===== src/rtl/rptr_empty_ctrl.sv =====
// rptr_empty_ctrl: read-side pointer, Gray publish and empty/almost-empty/level/underflow flags for a dual-clock FIFO.
module rptr_empty_ctrl #(
    parameter int ADDR_SIZE = 4,
    parameter int AE_THRESH = 2
) (
    input  logic                 rclk,
    input  logic                 rrst,
    input  logic                 rinc,
    input  logic [ADDR_SIZE:0]   rq2_wptr,
    output logic [ADDR_SIZE-1:0] raddr,
    output logic [ADDR_SIZE:0]   rptr,
    output logic                 rempty,
    output logic                 raempty,
    output logic [ADDR_SIZE:0]   rlevel,
    output logic                 rerr
);
    localparam logic [ADDR_SIZE:0] AE = AE_THRESH[ADDR_SIZE:0];
    logic [ADDR_SIZE:0] rbin, rbinnext, rgraynext, wbin_s, lvl_next;
    logic               rd_ok;
    assign rd_ok     = rinc & ~rempty;
    assign rbinnext  = rbin + {{ADDR_SIZE{1'b0}}, rd_ok};
    assign rgraynext = (rbinnext >> 1) ^ rbinnext;
    assign lvl_next  = wbin_s - rbinnext;
    assign raddr     = rbin[ADDR_SIZE-1:0];
    // Gray-to-binary: each bit is the XOR of all Gray bits at or above it
    always_comb begin
        wbin_s = '0;
        for (int i = 0; i <= ADDR_SIZE; i++)
            wbin_s[i] = ^(rq2_wptr >> i);
    end
    always_ff @(posedge rclk or posedge rrst) begin
        if (rrst) begin
            rbin    <= '0;
            rptr    <= '0;
            rempty  <= 1'b1;
            raempty <= 1'b1;
            rlevel  <= '0;
            rerr    <= 1'b0;
        end else begin
            rbin    <= rbinnext;
            rptr    <= rgraynext;
            rempty  <= (rgraynext == rq2_wptr);
            raempty <= (lvl_next <= AE);
            rlevel  <= lvl_next;
            rerr    <= rerr | (rinc & rempty);
        end
    end
endmodule


===== config.mk =====
export PLATFORM = sky130hd
export DESIGN_NAME = rptr_empty_ctrl
export DESIGN_NICKNAME = d
export VERILOG_FILES = /design/src/rtl/rptr_empty_ctrl.sv
export SDC_FILE = /design/constraint.sdc
export NUM_CORES = 1
export LEC_CHECK = 0
export CAP_MARGIN = 20
export CORE_MARGIN = 1
export CORE_UTILIZATION = 40
export DETAILED_ROUTE_END_ITERATION = 10
export GPL_TIMING_DRIVEN = 0
export PLACE_DENSITY = 0.73
export SLEW_MARGIN = 20
export SYNTH_ARGS = -nofsm -noshare
export SYNTH_HDL_FRONTEND = slang
export SYNTH_SLANG_ARGS = --single-unit

===== constraint.sdc =====
create_clock -name rclk -period 3.21 [get_ports rclk]
set_input_delay 0.321 -clock rclk [delete_from_list [all_inputs] [get_ports rclk]]
set_output_delay 0.321 -clock rclk [all_outputs]
set_load 0.005 [all_outputs]

* After elaboration in Yosys (flattened, before gate mapping)
Index checks and enable logic that the tools add are counted.
** Cells by class
- Reductions and logical operators :: 5
- Equal/unequal tests :: 1
- Add/sub/neg operators :: 2
- Order comparisons :: 1
- Bitwise logic cells :: 5
** Operators by type and width (number)
- $reduce_xor 5->1 :: 5
- $add 5x1->5 :: 1
- $eq 5x5->1 :: 1
- $le 5x2->1 const B :: 1
- $sub 5x5->5 :: 1
- $xor 4x5->5 :: 1
- $and 1x1->1 :: 2
- $not 1->1 :: 1
- $or 1x1->1 :: 1
** Word-level totals
- Output and inout port bits :: 17
- Input bits :: 8
- Bits in registers :: 18

* Longest topological paths before layout
- Depth in word-level cells :: 5
- Gate-level depth with buffers :: 10
- Gate-level depth less buffers :: 10

* Least setup slack after synthesis
Ideal clock, no wire load.
- Kind :: register -> register
- Start point :: register rempty
- End point :: register raempty
- Cell stages (with the launch flop) :: 11
- Setup slack :: 0.742 ns
- Period minus slack after synthesis :: 2.468 ns
- Arrival :: 2.385 ns
- Data required time :: 3.126 ns
- Path through :: dfstp_2 -> nor2b_1 -> ha_1 -> ha_1 -> clkbuf_1 -> xnor2_1 -> ha_1 -> a21o_1 -> a21bo_1 -> o31ai_2 -> nor3b_1
** Between the ends
- Word-level cells in the longest chain between the ends :: 5
** Ends and longest elaborated chain
- from (decl) :: line 12 : output logic rempty,
- from (signal assigned) :: line 42 : rempty <= (rgraynext == rq2_wptr);
- $not 1->1 :: line 20 : assign rd_ok = rinc & ~rempty;
- $and 1x1->1 :: line 20
- $add 5x1->5 :: line 21 : assign rbinnext = rbin + {{ADDR_SIZE{1'b0}}, rd_ok};
- via rbinnext[1] :: line 18 : logic [ADDR_SIZE:0] rbin, rbinnext, rgraynext, wbin_s, lvl_next;
- $sub 5x5->5 :: line 23 : assign lvl_next = wbin_s - rbinnext;
- $le 5x2->1 :: line 43 : raempty <= (lvl_next <= AE);
- to (signal assigned) :: line 43
- to (decl) :: line 13 : output logic raempty,
The timed path passes the listed nets, and every way through them passes these cells.

* Worst setup path in the final report
- Start point :: input port rq2_wptr[3]
- End point :: register raempty
** Between the ends
- Word-level cells in the longest chain between the ends :: 3
- Elaborated cells between the ends (all ways) :: 6
- Classes of those cells :: 1 x add/sub; 1 x order compare; 4 x reduce/logical
** Ends and longest elaborated chain
- from (decl) :: line 9 : input logic [ADDR_SIZE:0] rq2_wptr,
- $reduce_xor 5->1 :: line 29 : wbin_s[i] = ^(rq2_wptr >> i);
- $sub 5x5->5 (*) :: line 23
- $le 5x2->1 (*) :: line 43
Mark *: on every way between the ends. The rest lies on a longest branch, timed or not.

==> results.md <==
- Yosys reg bits: 17
- Max Freq: 363.9 MHz
- Fin crit share: 85.60%
- Post-Syn Area: 903.4 sq um
- # IOs: 25
- Critical path buffer and inverter count: 2
- Largest net degree at the start of global routing: 18
- Num rows: 16
- Reg2Reg Launch Point: rempty
- Worst-Margin Slew: 0.6200 ns
- HPWL after DPL: 1200 um
- Die Span X: 49.52 um
- CTS tree: done
- Die area: 2452 sq um
- Power, Total: 1.373 mW
- Die height: 49.52 um
- Sw Pwr: 0.5319 mW
- Count of input and output buffers: 24
- Tightest Hold Check Type: in2async
- Final #Nets: 123
- Static Leak: 0.5360 nW
- Detailed Route WL: 1534 um
- Vias post-DR: 615
- Post-route antenna net violation count: 0
- Count leader, synth: dfrtp_1
- Seq/Total Area, Yosys: 47.37%
- Drt wl/cell: 11.28 um
- Final GP Congestion: 0.7808
- Maxcap violations: 0
- # Post-CTS Setup Buffers: 0
- Cts hold-fix bufs: 0
- Clock transition at path regs: 0.09 ns
- CTS Sinks: 17
- Critical Path RT: 3.42 ns
- Setup TNS: 0 ns
- Worst Skew: 0.002113 ns
- Antenna violations before repair: 0
- Final Hold Vio Count: 0
- # fillers: 184
- GRT overflow: 0
- Max Slew Vio Count: 0
- Flop pwr share: 28.0%
- Synthesized Nets: 94
- Crit path from: rq2_wptr[3]
- Crit Path Max Fanout: 4
- Post-synth cell types: 26
- Syn avg cell area: 11.15 sq um
- Layout Cells excl Fill: 136
- Critical-path cell list: clkdlybuf4s50_1 > xor2_2 > xnor2_1 > xnor2_1 > ha_1 > inv_1 > ha_1 > a21o_1 > a21bo_1 > o31ai_2 > nor3b_1
- Worst path depth: 11
- Clock Power Share: 8.1%
- Slew margin rel.: 58.62%
- Top post-synthesis cells by area: dfrtp_1, xor2_1, xnor2_1, ha_1, dfstp_2
- Primary FF master, synth: dfrtp_1
- PostCTS Resize Cnt: 0
- Min cycle time layout: 2.748 ns
- Synth top cells by count: dfrtp_1, inv_1, xor2_1
- Int Power: 0.8409 mW
- Share of cells above drive strength 1: 8.257%
- Skew-Pair Late Insertion Delay: 0.28 ns
- Setup repair after global routing missed its margin: no
- Reg2Reg Depth: 10
- Clock Path Buffers: 2
- Iter 0 DRT Violations: 8
- Core area: 2042 sq um
- Largest area contributor in the netlist: dfrtp_1
- Post-synthesis cell count: 81
- Top-area cell type share of the netlist area: 41.55%
- Worst-path cell with the longest stage delay: clkdlybuf4s50_1
- Crit end category: flop
- Setup CP Type: in2reg
- Asr flop ratio synth: 100.0%
- Switching share of power: 38.74%
- Slowest stage delay, CP: 0.47 ns
- CP arrival: 2.96 ns
- Post-route setup slack: 0.4622 ns
- DRC viols: 0
- PwrDens: 1141 nW/um^2
- Area Overhead vs Synth: 33.24%
- DP Cell Count: 132
- TritonCTS Buffers: 3
- Number of synthesized flops with an enable pin: 0
- H-tree levels: 1
- Initial core utilization: 44.24%
- Outcome: finished, final reports clean
- Hold Slack: 0.4027 ns
- GRT Util Overall: 14.07%
- Final setup vio count: 0
- Combinational power share: 63.9%
- Antenna diode count: 0
- Delay-heaviest family, CP: XOR/XNOR gates
- Vias/cell: 4.522
- First-pass GRT wire length: 2546 um
- Number of global-route vias before repair: 617
- Place WS: 0.2046 ns
- CTS Root Cell: clkbuf_4
- Setup crit start kind: input pin
- Warnings, synthesis: 0
- Worst vdd ir: 0.0006525 V
- Drt first pass iters: 4
final timing paths:
| path | slack, ns | end |
|---|---|---|
| max | 0.46 | raempty |
| min | 0.40 | rlevel[1] |
| max reg2reg | 0.51 | raempty |
| min reg2reg | 0.46 | rerr |
| max in group asynchronous | 2.41 | rbin[1] |
| min in group rclk | 0.46 | rerr |
layer usage:
metal	wire (um)	global-route usage (%)	vias to the layer above
met5	0	0	-
met4	18	8.571	0
met3	55	2.469	2
met2	733	24.10	15
met1	727	16.14	280
li1	-	-	318
worst register-to-register path: stages (launching register included):
cell      delay (ns)
dfstp_2         0.55
nor2b_1         0.05
ha_1            0.19
ha_1            0.30
clkbuf_1        0.34
xnor2_1         0.14
ha_1            0.20
a21o_1          0.19
a21bo_1         0.21
o31ai_2         0.26
nor3b_1         0.21
flip-flops by register name (all words and copies together) (netlist names):
| register | flops |
|---|---|
| raempty | 1 |
| rerr | 1 |
| rbin | 5 |
| rempty | 1 |
| rptr | 4 |
| rlevel | 5 |
power by group through the flow:
| stage | Combinational, mW | Clock, mW | Sequential [mW] |
|---|---|---|---|
| after floorplan | 0.544 | 0 | 0.403 |
| after global placement | 0.858 | 0 | 0.387 |
| after detailed placement | 0.876 | 0 | 0.391 |
| after CTS | 0.883 | 0.116 | 0.387 |
| after global routing | 0.979 | 0.127 | 0.397 |
| final | 0.877 | 0.111 | 0.384 |
layout by cell type, fill, tap and decap left out:
| master | count |
|---|---|
| clkdlybuf4s50_1 | 24 |
| dfrtp_1 | 15 |
| inv_1 | 11 |
| xor2_1 | 11 |
| xnor2_1 | 9 |
| ha_1 | 5 |
| nand3_1 | 4 |
| nor2_1 | 3 |
| clkbuf_4 | 3 |
| xor2_2 | 2 |
| clkbuf_1 | 2 |
| nand2_1 | 2 |
| a21o_1 | 2 |
| dfstp_2 | 2 |
| o211ai_1 | 1 |
| a21oi_1 | 1 |
| nand2b_1 | 1 |
| o21ai_0 | 1 |
| a21bo_1 | 1 |
| and3_2 | 1 |
| o31ai_2 | 1 |
| o41ai_1 | 1 |
| or3_1 | 1 |
| a2111oi_0 | 1 |
| nor2b_1 | 1 |
| nand4b_1 | 1 |
| nor4_1 | 1 |
| nor3b_1 | 1 |
stage by stage:
stage          instance area, sq um  util (%)
3_5_place_dp                   1177     57.66
4_1_cts                        1204     58.95
5_1_grt                        1204     58.95
2_1_floorplan                 903.4         -
3_3_place_gp                   1177     57.66
6_report                       1204     58.95
logic make-up (layout without fill, tap and decap cells):
group                    after synthesis  in the layout  synth area share (%)
flip-flops                            17             17                 47.37
XOR/XNOR                              22             22                 22.99
AND/OR/NAND/NOR                       16             16                 9.698
AO/OA/AOI/OAI                          9              9                 8.032
buffers and inverters                 12             40                 4.986
adder cells (fa/ha/maj)                5              5                 6.925
cell type report:
class | count | area [sq um] | area share, %
inverter | 11 | 41.29 | 3.430
buffer | 1 | 3.754 | 0.3119
clock buffer | 4 | 26.28 | 2.183
sequential | 17 | 427.9 | 35.55
multi-input combinational | 52 | 430.4 | 35.76
timing repair buffer | 24 | 240.2 | 19.96
tap | 27 | 33.78 | 2.807
No activity file was read; power rests on OpenSTA's default activity.
